$ cat src/rtl/s3g_uart_rx_if.sv
// Byte/strobe link between the S3G UART receiver and its consumer (packet parser or bench).
// master = receiver side, slave = consumer side that also drives the serial line.
interface s3g_uart_rx_if;
    logic       rxd;
    logic [7:0] rx_data;
    logic       rx_done;
    logic       rx_frame_err;
    logic       rx_busy;

    modport master (
        input  rxd,
        output rx_data,
        output rx_done,
        output rx_frame_err,
        output rx_busy
    );

    modport slave (
        output rxd,
        input  rx_data,
        input  rx_done,
        input  rx_frame_err,
        input  rx_busy
    );
endinterface

$ cat src/rtl/s3g_uart_rx.sv
// 8N1 oversampling UART receiver feeding the S3G packet parser.
// Optional UART_RX_FILTER_EN adds a 3-sample majority filter on the synchronised line.
module s3g_uart_rx #(
    parameter int unsigned CLKS_PER_BIT = 434,
    parameter int unsigned CNT_W        = 16
) (
    input  logic          clk,
    input  logic          rst,
    s3g_uart_rx_if.master bus
);

    localparam logic [CNT_W-1:0] CNT_FULL = CNT_W'(CLKS_PER_BIT - 1);
    localparam logic [CNT_W-1:0] CNT_HALF = CNT_W'(CLKS_PER_BIT / 2 - 1);

    typedef enum logic [2:0] {
        S_IDLE,
        S_START,
        S_DATA,
        S_STOP,
        S_WAIT_HI
    } state_t;

    state_t           state;
    logic [1:0]       sync;
    logic             rxd_s;
    logic             rxd_f;
    logic [CNT_W-1:0] cnt;
    logic [2:0]       bit_idx;
    logic [7:0]       shreg;
    logic [7:0]       data_q;
    logic             done_q;
    logic             err_q;
    logic             busy_q;

    // Two-flop synchroniser; idles high so reset does not look like a start edge
    always_ff @(posedge clk or negedge rst) begin
        if (!rst) sync <= 2'b11;
        else      sync <= {sync[0], bus.rxd};
    end
    assign rxd_s = sync[1];

`ifdef UART_RX_FILTER_EN
    logic [2:0] hist;

    always_ff @(posedge clk or negedge rst) begin
        if (!rst) hist <= 3'b111;
        else      hist <= {hist[1:0], rxd_s};
    end
    assign rxd_f = (hist[0] & hist[1]) | (hist[0] & hist[2]) | (hist[1] & hist[2]);
`else
    assign rxd_f = rxd_s;
`endif

    // Frame recovery: every decision is taken at the mid-point of a bit cell
    always_ff @(posedge clk or negedge rst) begin
        if (!rst) begin
            state   <= S_IDLE;
            cnt     <= '0;
            bit_idx <= '0;
            shreg   <= '0;
            data_q  <= '0;
            done_q  <= 1'b0;
            err_q   <= 1'b0;
            busy_q  <= 1'b0;
        end else begin
            done_q <= 1'b0;
            err_q  <= 1'b0;
            case (state)
                S_IDLE: begin
                    if (!rxd_f) begin
                        cnt    <= CNT_HALF;
                        state  <= S_START;
                        busy_q <= 1'b1;
                    end
                end
                S_START: begin
                    if (cnt == '0) begin
                        if (!rxd_f) begin
                            cnt     <= CNT_FULL;
                            bit_idx <= '0;
                            state   <= S_DATA;
                        end else begin
                            state  <= S_IDLE;
                            busy_q <= 1'b0;
                        end
                    end else begin
                        cnt <= cnt - CNT_W'(1);
                    end
                end
                S_DATA: begin
                    if (cnt == '0) begin
                        shreg <= {rxd_f, shreg[7:1]};
                        cnt   <= CNT_FULL;
                        if (bit_idx == 3'd7) state <= S_STOP;
                        else                 bit_idx <= bit_idx + 3'd1;
                    end else begin
                        cnt <= cnt - CNT_W'(1);
                    end
                end
                S_STOP: begin
                    if (cnt == '0) begin
                        if (rxd_f) begin
                            data_q <= shreg;
                            done_q <= 1'b1;
                            state  <= S_IDLE;
                            busy_q <= 1'b0;
                        end else begin
                            err_q <= 1'b1;
                            state <= S_WAIT_HI;
                        end
                    end else begin
                        cnt <= cnt - CNT_W'(1);
                    end
                end
                S_WAIT_HI: begin
                    // A break or stuck-low line must release before a new start is armed
                    if (rxd_f) begin
                        state  <= S_IDLE;
                        busy_q <= 1'b0;
                    end
                end
                default: begin
                    state  <= S_IDLE;
                    busy_q <= 1'b0;
                end
            endcase
        end
    end

    assign bus.rx_data      = data_q;
    assign bus.rx_done      = done_q;
    assign bus.rx_frame_err = err_q;
    assign bus.rx_busy      = busy_q;

endmodule
$ cat src/flat_wrapper.sv
// flat-port wrapper written by rule: the top's interface ports become plain ports
module s3g_uart_rx_flat 
#(
    parameter int unsigned CLKS_PER_BIT = 434,
    parameter int unsigned CNT_W        = 16
)
  (clk, rst, bus_rxd, bus_rx_data, bus_rx_done, bus_rx_frame_err, bus_rx_busy);
  s3g_uart_rx_if bus_i ();
  input  logic clk;
  input  logic rst;
  input wire logic [$bits(bus_i.rxd)-1:0] bus_rxd;
  output wire logic [$bits(bus_i.rx_data)-1:0] bus_rx_data;
  output wire logic [$bits(bus_i.rx_done)-1:0] bus_rx_done;
  output wire logic [$bits(bus_i.rx_frame_err)-1:0] bus_rx_frame_err;
  output wire logic [$bits(bus_i.rx_busy)-1:0] bus_rx_busy;
  assign bus_i.rxd = bus_rxd;
  assign bus_rx_data = bus_i.rx_data;
  assign bus_rx_done = bus_i.rx_done;
  assign bus_rx_frame_err = bus_i.rx_frame_err;
  assign bus_rx_busy = bus_i.rx_busy;
  s3g_uart_rx #(.CLKS_PER_BIT(CLKS_PER_BIT), .CNT_W(CNT_W)) u_core (.clk(clk), .rst(rst), .bus(bus_i));
endmodule
$ cat config.mk
export PLATFORM = sky130hd
export DESIGN_NAME = s3g_uart_rx_flat
export DESIGN_NICKNAME = d
export VERILOG_FILES = /design/src/rtl/s3g_uart_rx_if.sv /design/src/rtl/s3g_uart_rx.sv /design/src/flat_wrapper.sv
export SDC_FILE = /design/constraint.sdc
export NUM_CORES = 1
export LEC_CHECK = 0
export ABC_CLOCK_PERIOD_IN_PS = 2800
export CORE_ASPECT_RATIO = 0.8
export CORE_MARGIN = 2
export CORE_UTILIZATION = 35
export CTS_CLUSTER_SIZE = 12
export DETAILED_ROUTE_END_ITERATION = 7
export PLACE_DENSITY = 0.5
export SKIP_LAST_GASP = 1
export SLEW_MARGIN = 10
export SYNTH_ARGS = -nofsm -noshare
export SYNTH_HDL_FRONTEND = slang
export SYNTH_SLANG_ARGS = --single-unit
$ cat constraint.sdc
create_clock -name clk -period 2.8 [get_ports clk]
set_input_delay 0.42 -clock clk [delete_from_list [all_inputs] [get_ports clk]]
set_output_delay 0.42 -clock clk [all_outputs]
set_load 0.02 [all_outputs]
==> results.yml, run 1 <==
outcome:
  status: "finished clean"
job:
  maxCapViolations: 0
layout:
  fin_util_pct: 41.8
  multi_input_area_sq_um: 1020
  fillCellCount: 566
  final_nets: 227
  diodes: 0
  seq_area_sq_um: 1080
  area_growth_pct: 14.8
  drive_above_1_share_pct: 19.4
  final_cells: 303
  stdcell_area_sq_um: 2470
detailed_routing:
  drc: 0
  drtIter0Drc: 76
  viasPerCell: 5.61
  routed_wl_um: 4910
  ant_nets: 0
  drtPass1Iterations: 4
  routedWlPerCell_um: 16.2
  vias: 1700
setup_path:
  crit_path_cell_trace: "inv_1 > ha_1 > or4b_2 > or4_4 > o21ai_4 > o21ai_0 > a21o_1"
  end_kind: "register"
  required_ps: 2990
  cpMaxStageDelayCell: "or4b_2"
  start_kind: "register"
  reg2regPathDepth: 7
  crit_arrival_ps: 2810
  critical_path.max_fanout: 7
  path_class: "register to register"
  crit_path_max_incr_delay_ps: 670
placement:
  hpwlAfterDp_um: 3520
  globalplace.congestion: 0.840
  placed_cell_area_sq_um: 2390
  post-place-ws_ps: 225
  io_buffers: 13
  dp.cells: 295
synth:
  synth_compound_area_share_pct: 16.9
  synthesis.instances: 201
  avgSynthCellArea_sq_um: 10.7
  synth_edf_count: 0
  netlist_area_sq_um: 2150
  synth_top_family_by_area: "simple AND/OR/NAND/NOR gates"
  async_flop_share_pct: 100
  synth_warnings: 0
  seq_area_frac_synth_pct: 50.1
  synth-seq-cells: 43
  yosys.area_share.simple_pct: 19.2
  synth_cell_types: 52
  synth_xor_area_share_pct: 0
  synth_fp_nets: 207
  ys.flop_type: "dfrtp_1"
  synthAdderAreaFrac_pct: 2.21
  synthMuxAreaShare_pct: 8.89
sta:
  setup_viol: 0
  hold_ws_ps: 276
  max_slew_margin_pct: 36.0
  setup_tns_ps: 0
  fin_skew_ps: 4.06
  finalHoldViolations: 0
  worst_slack_ps: 181
  fmax_mhz: 382
  fin_crit_sh_pct: 93.5
  min_period_ps: 2620
  rsz0062_at_grt: "false"
  drv_slew: 0
  worst_pin_slew_ps: 960
floorplanning:
  start_util_pct: 36.4
  die_w_um: 91.7
  core_sq_um: 5910
  die_area_sq_um: 6800
  io_pins: 14
  rows: 25
  dieHeight_um: 74.2
clock_tree:
  cts_max_level: 2
  cts_setup_buffers: 0
  cts_root_buffer: "clkbuf_8"
  cts_resized: 0
  cts_hold_buffers: 0
  clock_path_buffers: 2
  path_clk_slew_ps: 80
  cts_inserted_buffers: 5
  cts_tree: "yes"
  clk_latency_ps: 290
  cts.sinks: 43
global_route:
  track_usage_pct: 15.6
  grt_overflow: 0
  grt_pass1_wl_um: 8310
  antenna_found_initial: 0
  grt_pass1_vias: 1671
  grt_max_degree: 44
power_and_ir_drop:
  p_leak_nw: 1.09
  peakVddDrop_v: 0.000212
  total_power_mw: 1.04
  powerDensity_nw_per_um2: 419
worst_hold_path:
  hold_path_class: "input port to async pin"
-- power breakdown --
group / leakage [nW] / switching (mW) / total [mW] / internal (mW)
Sequential: 0.570 / 0.00174 / 0.625 / 0.623
Combinational: 0.481 / 0.0136 / 0.0161 / 0.00249
Clock: 0.0412 / 0.219 / 0.394 / 0.175
-- worst paths after layout --
| check | start | slack, ps | endpoint |
|---|---|---|---|
| max in group asynchronous | rst | 1930 | u_core.cnt[7] |
| setup / recovery | u_core.cnt[0] | 180 | u_core.cnt[13] |
| hold / removal | rst | 280 | u_core.state[1] |
| min in group clk | u_core.sync[0] | 360 | u_core.sync[1] |
| setup reg to reg | u_core.cnt[0] | 180 | u_core.cnt[13] |
| hold reg to reg | u_core.sync[0] | 360 | u_core.sync[1] |
-- cell usage in the layout (no fill, tap or decap), types with 6 or more instances in the layout --
cell and instances:
a21oi_1 8, buf_4 6, clkdlybuf4s50_1 12, dfrtp_1 41
mux2_2 17, nand2_1 11, nand3_1 6, nor2_1 17
nor3_1 11, o21ai_0 17
-- sequential cells by signal (all words and copies together), names as in the netlist --
signal                   count
u_core.bus.rx_frame_err      1
u_core.bus.rx_busy           1
u_core.sync                  2
u_core.bus.rx_data           8
u_core.bit_idx               3
u_core.state                 3
u_core.shreg                 8
u_core.cnt                  16
u_core.bus.rx_done           1
-- cells by family (layout without fill, tap and decap cells) --
kind of cell	count (synthesis)	in the layout
flip-flops	43	43
multiplexers	17	17
AO/OA/AOI/OAI	54	54
AND/OR/NAND/NOR	72	72
buffers and inverters	11	32
adder cells (fa/ha/maj)	4	4
-- cell usage after synthesis (all sizes together), types with 2 or more instances --
cell type	number	share of area, %
a31oi	2	0.58
dfstp	2	2.4
nand3	7	1.9
mux2	17	8.9
a21oi	8	1.9
and2	2	0.58
buf	3	1.3
dfrtp	41	48
nor3b	4	1.4
o31ai	2	0.70
nand2	11	1.9
inv	5	0.87
or4	4	1.7
clkbuf	3	0.52
a21o	4	1.4
nor3	11	2.6
a22o	3	1.2
ha	3	1.7
nor2	18	3.3
o21ai	20	5.3
o41ai	2	0.81
nor4	6	2.4
o22ai	2	0.58
-- worst max-delay path: cells and delay by family, from the launching register on --
family	cells	cell delay, ps
simple gates	2	1160
flops	1	410
fa+ha+maj	1	210
compound gates	3	630
buf+inv	1	110
-- metal layers --
metal	share of wire [%]	vias up	GRT usage, %	routed length [um]
li1	-	803	-	-
met1	50	851	22.7	2440
met2	46	42	23.1	2240
met3	3.8	4	3.14	188
met4	0.65	0	5.97	32
met5	0	-	0	0
-- cell type report --
| class | count | share of cell area (%) |
|---|---|---|
| multi-input cells | 147 | 41.2 |
| flip-flops and latches | 43 | 43.6 |
| repair buffers | 19 | 6.89 |
| well taps | 81 | 4.10 |
| clock inverters | 2 | 0.506 |
| inverters | 5 | 0.759 |
| clock buffers | 6 | 2.94 |
(Power assumes the default switching activity.)
==> run 2, diff against run 1 <==
Settings changed: RECOVER_POWER from default to 100, SKIP_LAST_GASP 1 to default.
==> run 2 against run 1 <==
Compared with the run above: the flow now finishes with violations (capacitance limit, slew limit); combinational power down 4%; clock-buffer cell count stayed put; clock skew shrank 1.2 ps; total power is 0.31% lower; sequential power about the same; design area decreased by 1.3%; utilization fell by 0.53 points; register-to-register slack got worse by 40 ps; highest routed layer unchanged.
==> results.yml, run 2 (synthesis results as in run 1) <==
floorplanning:
  io_pins: 14
  core_sq_um: 5910
  rows: 25
  dieHeight_um: 74.2
  start_util_pct: 36.4
  die_w_um: 91.7
  die_area_sq_um: 6800
setup_path:
  start_kind: "register"
  r2r_slack_ps: 150
  required_ps: 2980
  critical_path.max_fanout: 7
  crit_arrival_ps: 2840
  r2r_end: "u_core.cnt[3]"
  path_class: "register to register"
  end_kind: "register"
  rr_startpoint: "u_core.cnt[0]"
  reg2regPathDepth: 7
layout:
  area_growth_pct: 13.3
  drive_above_1_share_pct: 16.7
  final_common_cell: "dfrtp_1"
  largest_register_ff_count: 16
  final_cell_mix: "dfrtp_1 (41), o21ai_0 (18), nor2_1 (17), mux2_2 (17), dlygate4sd3_1 (12)"
  fillCellCount: 573
  stdcell_area_sq_um: 2440
  diodes: 0
  regMostFlops: "u_core.cnt"
  final_nets: 227
job:
  maxCapViolations: 1
global_route:
  grt_pass1_wl_um: 8310
  grt_max_degree: 44
  grt_pass1_vias: 1671
  grtUsageMet1_pct: 22.7
  track_usage_pct: 15.6
  gr-usage-met2_pct: 23.1
  groute.layer.met3.usage_pct: 3.14
  busiest_layer: "met2"
  antenna_found_initial: 0
  grt_overflow: 0
sta:
  worst_pin_slew_ps: 2290
  hold_ws_ps: 360
  max_slew_margin_pct: -52.6
  finalHoldViolations: 0
  min_period_ps: 2650
  setup_viol: 0
  fin_crit_sh_pct: 94.8
  rsz0062_at_grt: "false"
  fin_skew_ps: 2.82
  fmax_mhz: 377
  setup_tns_ps: 0
  drv_slew: 44
worst_hold_path:
  hold_path_class: "register to register"
  min_path_cells: 0
  hp-start: "u_core.sync[0]"
  hold_end: "u_core.sync[1]"
power_and_ir_drop:
  peakVddDrop_v: 0.000212
  p_leak_nw: 1.11
  total_power_mw: 1.03
  powerDensity_nw_per_um2: 423
detailed_routing:
  drc: 0
  drtIter0Drc: 51
  routedWlPerCell_um: 16.2
  routed_wl_um: 4920
  viasPerCell: 5.57
  ant_nets: 0
  vias: 1689
  drtPass1Iterations: 4
clock_tree:
  cts_tree: "yes"
  path_clk_slew_ps: 80
  clk_latency_ps: 290
  cts_hold_buffers: 0
  cts_setup_buffers: 0
  cts_inserted_buffers: 5
  cts_max_level: 2
  cts_root_buffer: "clkbuf_8"
  cts_resized: 0
  clock_path_buffers: 2
  cts.sinks: 43
placement:
  hpwlAfterDp_um: 3520
  placed_cell_area_sq_um: 2390
  io_buffers: 13
  globalplace.congestion: 0.840
outcome:
  status: "finished, violations left"
  violations: "capacitance limit, slew limit"
## run 2: cell count changes in the layout (fill, tap and decap cells not counted), sizes merged
| cell | previous run | this run |
|---|---|---|
| dlygate4sd3 | 0 | 12 |
| buf | 7 | 3 |
| clkdlybuf4s50 | 12 | 0 |
| clkbuf | 6 | 10 |
## run 2: metrics by stage
step                util [%]  setup slack (ps)  instances
floorplan                  -               459        201
global placement        40.4               276        295
detailed placement      40.4               225        295
CTS                     41.8               206        303
global route            41.3              68.1        303
finish                  41.3               146        303
## run 2: cell type report
cell class | count | area (sq um) | share of cell area (%)
Tap cell | 81 | 101 | 4.15
Multi-Input combinational cell | 147 | 998 | 40.9
Timing Repair Buffer | 19 | 158 | 6.46
Sequential cell | 43 | 1080 | 44.2
Inverter | 5 | 18.8 | 0.769
Clock buffer | 6 | 72.6 | 2.97
Clock inverter | 2 | 12.5 | 0.513
## run 2: worst max-delay path by stage
stage / startpoint / endpoint / cells after the start
2_1_floorplan: u_core.cnt[0] / u_core.cnt[3] / 7
3_3_place_gp: u_core.cnt[0] / u_core.cnt[13] / 7
3_5_place_dp: u_core.cnt[0] / u_core.cnt[13] / 7
4_1_cts: u_core.cnt[0] / u_core.cnt[3] / 7
5_1_grt: u_core.cnt[0] / u_core.cnt[3] / 7
6_report: u_core.cnt[0] / u_core.cnt[3] / 7
## run 2: power by group
| group | internal (mW) | switching (mW) |
|---|---|---|
| clock network | 0.175 | 0.217 |
| registers | 0.623 | 0.00172 |
| logic | 0.00191 | 0.0136 |
| total | 0.800 | 0.232 |
## run 2: worst max-delay path, cell delays in order (launching register included)
cell,delay (ps)
dfrtp_1,410
inv_1,110
ha_1,210
or4b_2,640
or4_4,490
o21ai_4,260
o21ai_0,160
a22o_1,270
## run 2: per-layer routing
metal / up-vias / routed length [um]
met5: - / 0
met4: 0 / 72
met3: 8 / 197
met2: 35 / 2190
met1: 843 / 2450
li1: 803 / -
